[src/rtl/control_sequencer.sv]
// Multi-cycle fetch/decode/execute/mem/writeback sequencer for the ARMAria core.
// Strobes decode from the state register; completion strobes qualify with mem_ready or a button press.
module control_sequencer #(
    parameter int ID_WIDTH    = 7,
    parameter int MEM_TIMEOUT = 15,
    parameter int COUNT_WIDTH = 16
) (
    input  logic                   clock,
    input  logic                   reset,
    input  logic [ID_WIDTH-1:0]    ID,
    input  logic                   condition_met,
    input  logic                   mem_ready,
    input  logic                   enter_button,
    output logic                   ir_load,
    output logic                   pc_inc,
    output logic                   pc_load,
    output logic                   mem_req,
    output logic                   mem_we,
    output logic                   addr_sel,
    output logic                   reg_write,
    output logic                   out_strobe,
    output logic                   halted,
    output logic                   waiting,
    output logic [3:0]             state,
    output logic [COUNT_WIDTH-1:0] retired
);

    localparam int WAIT_W = $clog2(MEM_TIMEOUT + 1);

    localparam logic [ID_WIDTH-1:0] ID_BRANCH_A   = ID_WIDTH'('h26);
    localparam logic [ID_WIDTH-1:0] ID_MEM_LO     = ID_WIDTH'('h28);
    localparam logic [ID_WIDTH-1:0] ID_MEM_HI     = ID_WIDTH'('h37);
    localparam logic [ID_WIDTH-1:0] ID_ST_0       = ID_WIDTH'('h28);
    localparam logic [ID_WIDTH-1:0] ID_ST_1       = ID_WIDTH'('h29);
    localparam logic [ID_WIDTH-1:0] ID_ST_2       = ID_WIDTH'('h2A);
    localparam logic [ID_WIDTH-1:0] ID_ST_3       = ID_WIDTH'('h30);
    localparam logic [ID_WIDTH-1:0] ID_ST_4       = ID_WIDTH'('h32);
    localparam logic [ID_WIDTH-1:0] ID_ST_5       = ID_WIDTH'('h34);
    localparam logic [ID_WIDTH-1:0] ID_ST_6       = ID_WIDTH'('h36);
    localparam logic [ID_WIDTH-1:0] ID_OUTPUT     = ID_WIDTH'('h45);
    localparam logic [ID_WIDTH-1:0] ID_PAUSE      = ID_WIDTH'('h46);
    localparam logic [ID_WIDTH-1:0] ID_INPUT      = ID_WIDTH'('h47);
    localparam logic [ID_WIDTH-1:0] ID_SWI        = ID_WIDTH'('h48);
    localparam logic [ID_WIDTH-1:0] ID_BRANCH_B   = ID_WIDTH'('h49);
    localparam logic [ID_WIDTH-1:0] ID_NOP        = ID_WIDTH'('h4A);
    localparam logic [ID_WIDTH-1:0] ID_HLT        = ID_WIDTH'('h4B);
    localparam logic [ID_WIDTH-1:0] ID_BRANCH_C   = ID_WIDTH'('h4C);
    localparam logic [ID_WIDTH-1:0] ID_RESET      = ID_WIDTH'('h64);
    localparam logic [ID_WIDTH-1:0] ID_INVALID_LO = ID_WIDTH'('h7A);

    localparam logic [WAIT_W-1:0] WAIT_LAST = WAIT_W'(MEM_TIMEOUT - 1);

    typedef enum logic [3:0] {
        S_RESET      = 4'd0,
        S_FETCH      = 4'd1,
        S_FETCH_WAIT = 4'd2,
        S_DECODE     = 4'd3,
        S_EXECUTE    = 4'd4,
        S_MEM        = 4'd5,
        S_WRITEBACK  = 4'd6,
        S_WAIT_BTN   = 4'd7,
        S_HALT       = 4'd8,
        S_ERROR      = 4'd9
    } state_t;

    state_t                 state_q, state_d;
    logic [ID_WIDTH-1:0]    id_q, id_d;
    logic [WAIT_W-1:0]      wait_cnt_q, wait_cnt_d;
    logic [COUNT_WIDTH-1:0] retired_q, retired_d;
    logic                   btn_meta_q, btn_meta_d;
    logic                   btn_sync_q, btn_sync_d;
    logic                   btn_prev_q, btn_prev_d;
    logic                   press;
    logic                   timeout_hit;
    logic                   retire;

    function automatic logic is_branch(input logic [ID_WIDTH-1:0] id);
        return (id == ID_BRANCH_A) || (id == ID_SWI) ||
               (id == ID_BRANCH_B) || (id == ID_BRANCH_C);
    endfunction

    function automatic logic is_mem(input logic [ID_WIDTH-1:0] id);
        return (id >= ID_MEM_LO) && (id <= ID_MEM_HI);
    endfunction

    function automatic logic is_store(input logic [ID_WIDTH-1:0] id);
        return (id == ID_ST_0) || (id == ID_ST_1) || (id == ID_ST_2) ||
               (id == ID_ST_3) || (id == ID_ST_4) || (id == ID_ST_5) ||
               (id == ID_ST_6);
    endfunction

    // Third flop only remembers the previous synchronized level for edge detection.
    assign press       = btn_sync_q & ~btn_prev_q;
    assign timeout_hit = (wait_cnt_q == WAIT_LAST);

    always_comb begin
        btn_meta_d = enter_button;
        btn_sync_d = btn_meta_q;
        btn_prev_d = btn_sync_q;
    end

    always_comb begin
        state_d    = state_q;
        id_d       = id_q;
        wait_cnt_d = wait_cnt_q;
        retire     = 1'b0;
        ir_load    = 1'b0;
        pc_inc     = 1'b0;
        pc_load    = 1'b0;
        mem_req    = 1'b0;
        mem_we     = 1'b0;
        addr_sel   = 1'b0;
        reg_write  = 1'b0;
        out_strobe = 1'b0;
        halted     = 1'b0;
        waiting    = 1'b0;

        case (state_q)
            S_RESET: begin
                state_d = S_FETCH;
            end

            S_FETCH: begin
                mem_req    = 1'b1;
                wait_cnt_d = '0;
                state_d    = S_FETCH_WAIT;
            end

            S_FETCH_WAIT: begin
                mem_req = 1'b1;
                if (mem_ready) begin
                    ir_load = 1'b1;
                    pc_inc  = 1'b1;
                    state_d = S_DECODE;
                end else if (timeout_hit) begin
                    state_d = S_ERROR;
                end else begin
                    wait_cnt_d = wait_cnt_q + WAIT_W'(1);
                end
            end

            S_DECODE: begin
                id_d = ID;
                if (ID == ID_HLT) begin
                    state_d = S_HALT;
                end else if (ID == ID_RESET) begin
                    state_d = S_RESET;
                end else if (ID >= ID_INVALID_LO) begin
                    state_d = S_ERROR;
                end else if (ID == ID_NOP) begin
                    state_d = S_FETCH;
                    retire  = 1'b1;
                end else if ((ID == ID_PAUSE) || (ID == ID_INPUT)) begin
                    state_d = S_WAIT_BTN;
                end else begin
                    state_d = S_EXECUTE;
                end
            end

            S_EXECUTE: begin
                if (is_branch(id_q)) begin
                    // Branch target load tracks the flag unit within the cycle.
                    pc_load   = condition_met;
                    reg_write = (id_q == ID_SWI);
                    state_d   = S_FETCH;
                    retire    = 1'b1;
                end else if (id_q == ID_OUTPUT) begin
                    out_strobe = 1'b1;
                    state_d    = S_FETCH;
                    retire     = 1'b1;
                end else if (is_mem(id_q)) begin
                    wait_cnt_d = '0;
                    state_d    = S_MEM;
                end else begin
                    state_d = S_WRITEBACK;
                end
            end

            S_MEM: begin
                mem_req  = 1'b1;
                addr_sel = 1'b1;
                mem_we   = is_store(id_q);
                if (mem_ready) begin
                    if (is_store(id_q)) begin
                        state_d = S_FETCH;
                        retire  = 1'b1;
                    end else begin
                        state_d = S_WRITEBACK;
                    end
                end else if (timeout_hit) begin
                    state_d = S_ERROR;
                end else begin
                    wait_cnt_d = wait_cnt_q + WAIT_W'(1);
                end
            end

            S_WRITEBACK: begin
                reg_write = 1'b1;
                state_d   = S_FETCH;
                retire    = 1'b1;
            end

            S_WAIT_BTN: begin
                waiting = 1'b1;
                if (press) begin
                    reg_write = (id_q == ID_INPUT);
                    state_d   = S_FETCH;
                    retire    = 1'b1;
                end
            end

            S_HALT, S_ERROR: begin
                halted = 1'b1;
            end

            default: begin
                state_d = S_ERROR;
            end
        endcase

        retired_d = retire ? (retired_q + COUNT_WIDTH'(1)) : retired_q;
    end

    always_ff @(posedge clock or negedge reset) begin
        if (!reset) begin
            state_q    <= S_RESET;
            id_q       <= '0;
            wait_cnt_q <= '0;
            retired_q  <= '0;
            btn_meta_q <= 1'b0;
            btn_sync_q <= 1'b0;
            btn_prev_q <= 1'b0;
        end else begin
            state_q    <= state_d;
            id_q       <= id_d;
            wait_cnt_q <= wait_cnt_d;
            retired_q  <= retired_d;
            btn_meta_q <= btn_meta_d;
            btn_sync_q <= btn_sync_d;
            btn_prev_q <= btn_prev_d;
        end
    end

    assign state   = state_q;
    assign retired = retired_q;

endmodule

[config.mk]
export PLATFORM = sky130hd
export DESIGN_NAME = control_sequencer
export DESIGN_NICKNAME = d
export VERILOG_FILES = /design/src/rtl/control_sequencer.sv
export SDC_FILE = /design/constraint.sdc
export NUM_CORES = 1
export LEC_CHECK = 0
export CORE_ASPECT_RATIO = 0.7
export CORE_MARGIN = 1.5
export CORE_UTILIZATION = 50
export DETAILED_ROUTE_END_ITERATION = 8
export PLACE_DENSITY = 0.86
export SLEW_MARGIN = 5
export SYNTH_ARGS = -nofsm -noshare
export SYNTH_HDL_FRONTEND = slang
export SYNTH_SLANG_ARGS = --single-unit
export TNS_END_PERCENT = 30
[constraint.sdc]
create_clock -name clock -period 5.2 [get_ports clock]
set_clock_uncertainty 0.15 [all_clocks]
set_input_delay 1.56 -clock clock [delete_from_list [all_inputs] [get_ports clock]]
set_output_delay 1.56 -clock clock [all_outputs]
set_load 0.03 [all_outputs]
==> results.txt, run 1 <==
- Run status: finished clean
* FFs w/ async S/R, synth: 1.00
- Number of distinct library cells after synthesis: 57
* Library cell used as clock root buffer: sky130_fd_sc_hd__clkbuf_8
* Worst-case clock buffer depth: 2
- For this block, the routed nets add up to 5.26 mm of wire.
- The initialized floorplan defines 19 standard-cell rows.
- Post CTS Setup Buffer Count: 0
- Type of the worst setup path: in2out
- Summed over all cells, the static leakage comes to 0.000979 µW.
- Via/cell ratio: 6.16
* Detail Route Antenna Nets: 0
- The die is 81.5 µm wide.
* Port Buffers: 41
* Power spent charging and discharging nets: 542 µW
- The share of total power dissipated in the clock network is 0.196.
- Routability-driven placement finished with a final weighted congestion of 0.910.
* Number of gates resized after CTS: 0
- Register bit total from synthesis: 34
* Min setup slack post-route: 480 ps
- Top FF cell, synth: sky130_fd_sc_hd__dfrtp_1
- DIE HEIGHT: 58.0 µm
* DRC Markers: 0
- With fillers left out, the area of the finished cells amounts to 2710 µm².
* Critical R2R Launch: state[1]$_DFFE_PN0P_
* TritonCTS sink count: 34
- Area delta synth->final: 25.5%
* Count of flip-flops with a built-in enable after synthesis: 0
* Largest net degree at the start of global routing: 35
- For this run, the number of Yosys warnings is 0.
- I/O pin cnt: 42
- For this run, the register share of the synthesized area comes to 0.394.
- Kind of end point of the critical path: primary output
* Slowest cell delay on critical path: 710 ps
- Worst hold path cell count: 0
* Sequential power share: 0.376
- Cell type contributing the most total cell area after synthesis: sky130_fd_sc_hd__dfrtp_1
* CP required: 3490 ps
* Cells taking the most area after synthesis: sky130_fd_sc_hd__dfrtp_1 39%, sky130_fd_sc_hd__xor2_1 5.7%, sky130_fd_sc_hd__a311oi_1 4.5%
- TritonCTS built the clock tree.
- Starting Density: 0.537
- Max H-tree Level: 2
- Across all layers, the routed design uses 1959 vias.
- The repair_antennas step left the layout with diodes totalling 0.
* Maximum vdd ir drop: 286 µV
- The most common cell in the synthesized netlist is sky130_fd_sc_hd__dfrtp_1.
- Area after DPL: 2590 µm²
- Gate Count Post-Synth: 226
- Routed len/inst: 16.5 µm
* Net Count, Synth: 241
- Timing would allow up to 212 MHz.
* Area of the mapped netlist: 2160 µm²
* Vias in the first global route: 1826
* Detailed-routing iteration count for the pre-antenna-repair pass: 4
- Switching share of power: 0.430
* Clock-pin slew reported for the worst setup and hold paths after clock tree synthesis: 80 ps
* Final critical-path share of the clock period: 0.908
- For this design, the CTS-stage hold fixing added 0 buffers.
- Most frequent cell on the critical path: sky130_fd_sc_hd__clkdlybuf4s50_1
- The number of cells on the worst reg-to-reg path is 4.
* Worst Hold Path EP: btn_prev_d$_DFF_PN0_
- Subtracting the final worst setup slack from the clock period gives 4720 ps.
- For this block, the initial DRC count from the detailed router was 118.
* Post-DP HPWL: 3.68 mm
* Critical path cell sequence: clkdlybuf4s50_1 > inv_1 > nor2_1 > clkdlybuf4s50_1
* Slew margin rel.: 0.140
* Setup_tns: 0 ps
- Clk_lat worst skew: 290 ps
- The core region is 4020 µm².
- Setup violations remaining at the end of the flow were counted as 0.
- In the final design database the tool counted 280 nets.
- Arrival time worst endpoint: 3010 ps
- For this run, the total global-route usage over all layers was measured as 0.255.
- The number of antenna violations at the first check in global routing came to 0.
* First-pass GRT wire length: 9.23 mm
* Avg Inst Size Synth: 9.55 µm²
- Commonest cells in the netlist: 34 x sky130_fd_sc_hd__dfrtp_1, 18 x sky130_fd_sc_hd__nand2_1, 15 x sky130_fd_sc_hd__nor2_1
* Number of buffers created by CTS: 5
- Power per Cell Area: 465 nW/µm²
- Of the cells placed in the final design, the portion with a size suffix greater than 1 is 0.113.
* Class of the tightest hold or removal check: reg2reg
* Start point of the worst min-delay path: btn_meta_q$_DFF_PN0_
* Pre-CTS WS: 467 ps
- Final Hold Viols: 0
- Setup repair after global routing left no endpoint under its margin.
- Internal: 718 µW
- The worst register-to-register path ends at retired[1]$_DFFE_PN0P_.
* Utilization of the core after routing: 0.674
- Nature of the critical path startpoint: input pin
- Critical path's slowest cell: sky130_fd_sc_hd__clkdlybuf4s50_1
* Total congestion overflow after global routing: 0
- For the pin with the worst max-slew slack, the measured transition is 1280 ps.
- Maximum net fanout on the critical path: 2
* Fraction of synthesized cell area taken by the top area cell type: 0.394
- Logic gate share of total power: 0.428
* Overall die area: 4730 µm²
- Register-to-register setup slack: 2430 ps
- Max-capacitance violation count: 0
- The final number of max-transition violations came to 0.
## cell usage in the layout, fill, tap and decap left out, types with 3 or more instances in the layout
cell type / Yosys / routed
sky130_fd_sc_hd__nor4bb_1: 4 / 3
sky130_fd_sc_hd__nand2_1: 18 / 18
sky130_fd_sc_hd__nand3b_1: 3 / 3
sky130_fd_sc_hd__nand2b_1: 3 / 3
sky130_fd_sc_hd__a311oi_1: 11 / 11
sky130_fd_sc_hd__or3_1: 4 / 4
sky130_fd_sc_hd__o41ai_1: 3 / 3
sky130_fd_sc_hd__a21oi_1: 5 / 5
sky130_fd_sc_hd__nor2_1: 15 / 15
sky130_fd_sc_hd__ha_1: 3 / 3
sky130_fd_sc_hd__inv_1: 10 / 10
sky130_fd_sc_hd__xor2_1: 14 / 14
sky130_fd_sc_hd__dfrtp_1: 34 / 34
sky130_fd_sc_hd__o21ai_0: 6 / 6
sky130_fd_sc_hd__a31oi_1: 9 / 9
sky130_fd_sc_hd__clkbuf_8: 0 / 5
sky130_fd_sc_hd__mux2_2: 8 / 8
sky130_fd_sc_hd__clkdlybuf4s50_1: 0 / 41
sky130_fd_sc_hd__nand3_1: 14 / 14
sky130_fd_sc_hd__buf_4: 1 / 3
sky130_fd_sc_hd__nor3_1: 5 / 5
sky130_fd_sc_hd__nor4b_1: 3 / 3
## registers in the layout, indices dropped and copies added, names as in the netlist
name / cells
retired: 16
state: 4
btn_meta_q: 1
id_q: 7
btn_prev_d: 1
btn_prev_q: 1
wait_cnt_q: 4
## layer usage
metal | GRT usage | share of wire
met1 | 0.390 | 0.46
met2 | 0.365 | 0.45
met3 | 0.0504 | 0.073
met4 | 0.0714 | 0.010
met5 | 0 | 0
## final cells by class
class	count	area [µm²]
Sequential cell	34	851
Clock buffer	5	68.8
Inverter	10	37.5
Clock inverter	3	45.0
Multi-Input combinational cell	170	1210
Tap cell	52	65.1
Fill cell	316	1310
Timing Repair Buffer	44	433
## through the flow
stage,hold WS [ps],power [µW],cells
after floorplan,181,822,226
after global placement,188,986,310
after detailed placement,186,1010,310
final,203,1260,318
after CTS,204,1260,318
after global routing,221,1350,318
## critical path, delay by kind of cell
family        cells  cell delay [ps]
buf+inv           3             1270
simple gates      1              180
## power groups by stage
| stage | Combinational, µW | Sequential, µW | Clock, µW |
|---|---|---|---|
| global placement | 522 | 464 | 0 |
| CTS | 539 | 471 | 250 |
| detailed placement | 533 | 474 | 0 |
| floorplan | 343 | 479 | 0 |
| finish | 539 | 473 | 248 |
| global route | 592 | 490 | 264 |
## worst max path at each step
| stage | startpoint | endpoint | slack (ps) |
|---|---|---|---|
| floorplan | condition_met | pc_load | 870 |
| global placement | mem_ready | ir_load | 480 |
| detailed placement | condition_met | pc_load | 470 |
| CTS | condition_met | pc_load | 470 |
| global route | condition_met | pc_load | 410 |
| finish | mem_ready | ir_load | 480 |
## logic make-up after synthesis
family	share of synthesized area
and+or+nand+nor	0.242
xor gates and xnor gates	0.0649
DFF	0.394
buffers and inverters	0.0487
muxes	0.0417
adders and majority gates	0.0174
AOI/OAI and AO/OA	0.191
No activity file was read; power rests on OpenSTA's default activity.
==> run 2: changes to the inputs <==
--- a/config.mk
+++ b/config.mk
@@ -6,10 +6,11 @@
 export NUM_CORES = 1
 export LEC_CHECK = 0
 export CORE_ASPECT_RATIO = 0.7
-export CORE_MARGIN = 1.5
+export CORE_MARGIN = 5
 export CORE_UTILIZATION = 50
 export DETAILED_ROUTE_END_ITERATION = 8
 export PLACE_DENSITY = 0.86
+export REMOVE_ABC_BUFFERS = 1
 export SLEW_MARGIN = 5
 export SYNTH_ARGS = -nofsm -noshare
 export SYNTH_HDL_FRONTEND = slang
==> results.txt, run 2 (same netlist as run 1, synthesis figures left out) <==
- Most frequent cell on the critical path: sky130_fd_sc_hd__clkdlybuf4s50_1
* Final Hold Viols: 0 (unchanged)
* Critical path's slowest cell: sky130_fd_sc_hd__clkdlybuf4s50_1
- Non-filler cells, final: 320 (+0.63%)
- Vias in the first global route: 1842 (+0.88%)
- Type of the worst setup path: in2out
- The weighted congestion reported at the end of routability-driven placement was 0.860 (-5.5%).
* DIE HEIGHT: 65.0 µm (+12%)
- The number of flip-flops under the largest register name is 16 (unchanged).
* Number of placement rows: 20 (+1)
* Number of gates resized after CTS: 0 (unchanged)
- Slowest cell delay on critical path: 700 ps (about the same)
- The via density per instance is 6.21 (+0.80%).
* Total congestion overflow after global routing: 0 (unchanged)
- Kind of end point of the critical path: primary output
* RSZ-0062 raised after global routing: false
- Number of nets in the final layout: 279 (-0.36%)
- Setup_tns: 0 ps (unchanged)
- The internal power component came to 716 µW (-0.28%).
- Commonest non-fill, non-tap cells in the layout: 41 x sky130_fd_sc_hd__clkdlybuf4s50_1, 34 x sky130_fd_sc_hd__dfrtp_1, 18 x sky130_fd_sc_hd__nand2_1, 15 x sky130_fd_sc_hd__nor2_1
- The global-route usage over all layers came to 0.195 (-0.0602).
- Routed len/inst: 16.2 µm (-1.9%)
* Total area of multi-input combinational cells: 1210 µm² (unchanged)
- The fraction of layout cells with a size suffix above 1 was 0.109 (-0.00335).
- The standby leakage power came to 0.000982 µW (+0.28%).
- Final critical-path share of the clock period: 0.936 (+0.0281)
* Starting Density: 0.507 (-0.0299)
- Aggregate routed wire length: 5.19 mm (-1.3%)
- Detailed-routing iteration count for the pre-antenna-repair pass: 4 (unchanged)
- The post-route minimum period is 4870 ps (+146 ps).
* Clk_lat worst skew: 290 ps (about the same)
* Detail Route Antenna Nets: 0 (unchanged)
- The wire length of the first global-routing pass came to 8.83 mm (-4.3%).
- # fillers: 367 (+16%)
* Critical path cell sequence: clkdlybuf4s50_1 > inv_1 > nor2_1 > clkdlybuf4s50_1
- The min-delay analysis places its worst path in the category reg2reg.
- The count of endpoints failing setup in the final report is 0 (unchanged).
* TritonCTS clock tree: done
- Power spent charging and discharging nets: 529 µW (-2.4%)
* Start point of the worst min-delay path: btn_meta_q$_DFF_PN0_
- Nature of the critical path startpoint: input pin
- Clock network power share: 0.195 (about the same)
- Vias post-DR: 1987 (+1.4%)
- Maximum net fanout on the critical path: 9 (+7)
* Largest net degree at the start of global routing: 35 (unchanged)
- TritonCTS sink count: 34 (unchanged)
- The placeable core region was 4250 µm² (+5.9%).
* Post CTS Setup Buffer Count: 0 (unchanged)
- The endpoint identified for the worst register-to-register timing path is retired[1]$_DFFE_PN0P_.
* Worst Hold Path EP: btn_prev_d$_DFF_PN0_
- The slack of the worst reg-to-reg path is 2290 ps (-140 ps).
- Logic gate share of total power: 0.426 (-0.002)
- Maximum vdd ir drop: 295 µV (+3.4%)
- The count of pins on the block boundary is 42 (unchanged).
- The pin slew with the least headroom to its limit came to 1260 ps (-27.8 ps).
- Port Buffers: 41 (unchanged)
* Number of buffers created by CTS: 5 (unchanged)
* Power per Cell Area: 461 nW/µm² (-0.87%)
* Overall die area: 5750 µm² (+22%)
- Post-DP HPWL: 3.72 mm (+1.2%)
* Cell count after placement: 312 (+0.65%)
- Sequential power share: 0.379 (+0.003)
- DRC Markers: 0 (unchanged)
- Worst-case clock buffer depth: 2 (unchanged)
- The startpoint identified for the worst register-to-register timing path is state[1]$_DFFE_PN0P_.
- The detailed router's first-iteration violation count was 113 (-4.2%).
- The highest attainable clock frequency came to 205 MHz (-3.0%).
- The tree is rooted in a sky130_fd_sc_hd__clkbuf_8.
* Number of slew-limit violations in the final report: 0 (unchanged)
- Number of antenna violations at the first check in global routing: 0 (unchanged)
- Clock-pin slew reported for the worst setup and hold paths after clock tree synthesis: 70 ps (about the same)
* Area delta synth->final: 25.1%
* Run status: finished clean
- Arrival time worst endpoint: 3160 ps (+150 ps)
- The library cell used most frequently in the layout, excluding fill and tap cells, is sky130_fd_sc_hd__clkdlybuf4s50_1.
- Worst hold path cell count: 0 (unchanged)
- The number of antenna cells inserted was 0 (unchanged).
* Max H-tree Level: 2 (unchanged)
* Max-capacitance violation count: 0 (unchanged)
* Width of the die: 88.5 µm (+8.6%)
- Worst-case reg-to-reg path depth: 5 (+1)
- The headroom to the max-slew limit came to 0.158 (+0.0186).
- The area taken by flip-flops and latches is 851 µm² (unchanged).
- CP required: 3490 ps (about the same)
- Hold buffer count at cts: 0 (unchanged)
- The switching power share of the total is 0.425 (-0.00522).
-- run 2: cell types whose count changed in the layout (fill, tap and decap cells not counted) --
cell / previous run / this run
sky130_fd_sc_hd__buf_4: 3 / 2
sky130_fd_sc_hd__clkinv_2: 0 / 2
sky130_fd_sc_hd__clkinvlp_4: 2 / 0
-- run 2: worst max-delay path by stage --
stage,start,end,slack (ps),depth (start not counted)
3_5_place_dp,mem_ready,pc_inc,350,4
5_1_grt,mem_ready,pc_inc,210,4
3_3_place_gp,mem_ready,pc_inc,410,4
2_1_floorplan,condition_met,pc_load,860,2
6_report,mem_ready,pc_inc,330,4
4_1_cts,mem_ready,pc_inc,340,4
-- run 2: worst max-delay path: cells and delay by family --
kind / cells / cell delay (ps)
buffers and inverters: 3 / 1430
and+or+nand+nor: 1 / 160
-- run 2: metal layers --
layer | routed length, µm | track usage | vias up | share of wire
met4 | 45 | 0.0491 | 0 | 0.0087
met5 | 0 | 0 | - | 0
met3 | 521 | 0.0470 | 7 | 0.10
li1 | - | - | 925 | -
met1 | 2370 | 0.288 | 960 | 0.46
met2 | 2250 | 0.285 | 95 | 0.43
-- run 2: power groups by stage --
| stage | Clock, µW | Combinational (µW) | Sequential (µW) |
|---|---|---|---|
| after floorplan | 0 | 294 | 506 |
| after global placement | 0 | 520 | 466 |
| after detailed placement | 0 | 530 | 473 |
| after CTS | 244 | 532 | 468 |
| after global routing | 257 | 580 | 488 |
| final | 243 | 531 | 472 |
-- run 2: final cells by class --
cell class,instances,share of cell area
Multi-Input combinational cell,170,0.448
Sequential cell,34,0.315
Timing Repair Buffer,43,0.158
Clock buffer,5,0.0255
Tap cell,55,0.0255
Clock inverter,3,0.0148
Inverter,10,0.0139
-- run 2: through the flow --
step	cell area, µm²	hold WS, ps	total power (µW)	util	setup slack [ps]
after floorplan	2090	181	800	-	865
after global placement	2590	184	985	0.609	407
after detailed placement	2590	190	1000	0.609	353
after CTS	2700	206	1240	0.635	342
after global routing	2700	218	1320	0.635	211
final	2700	202	1250	0.635	334
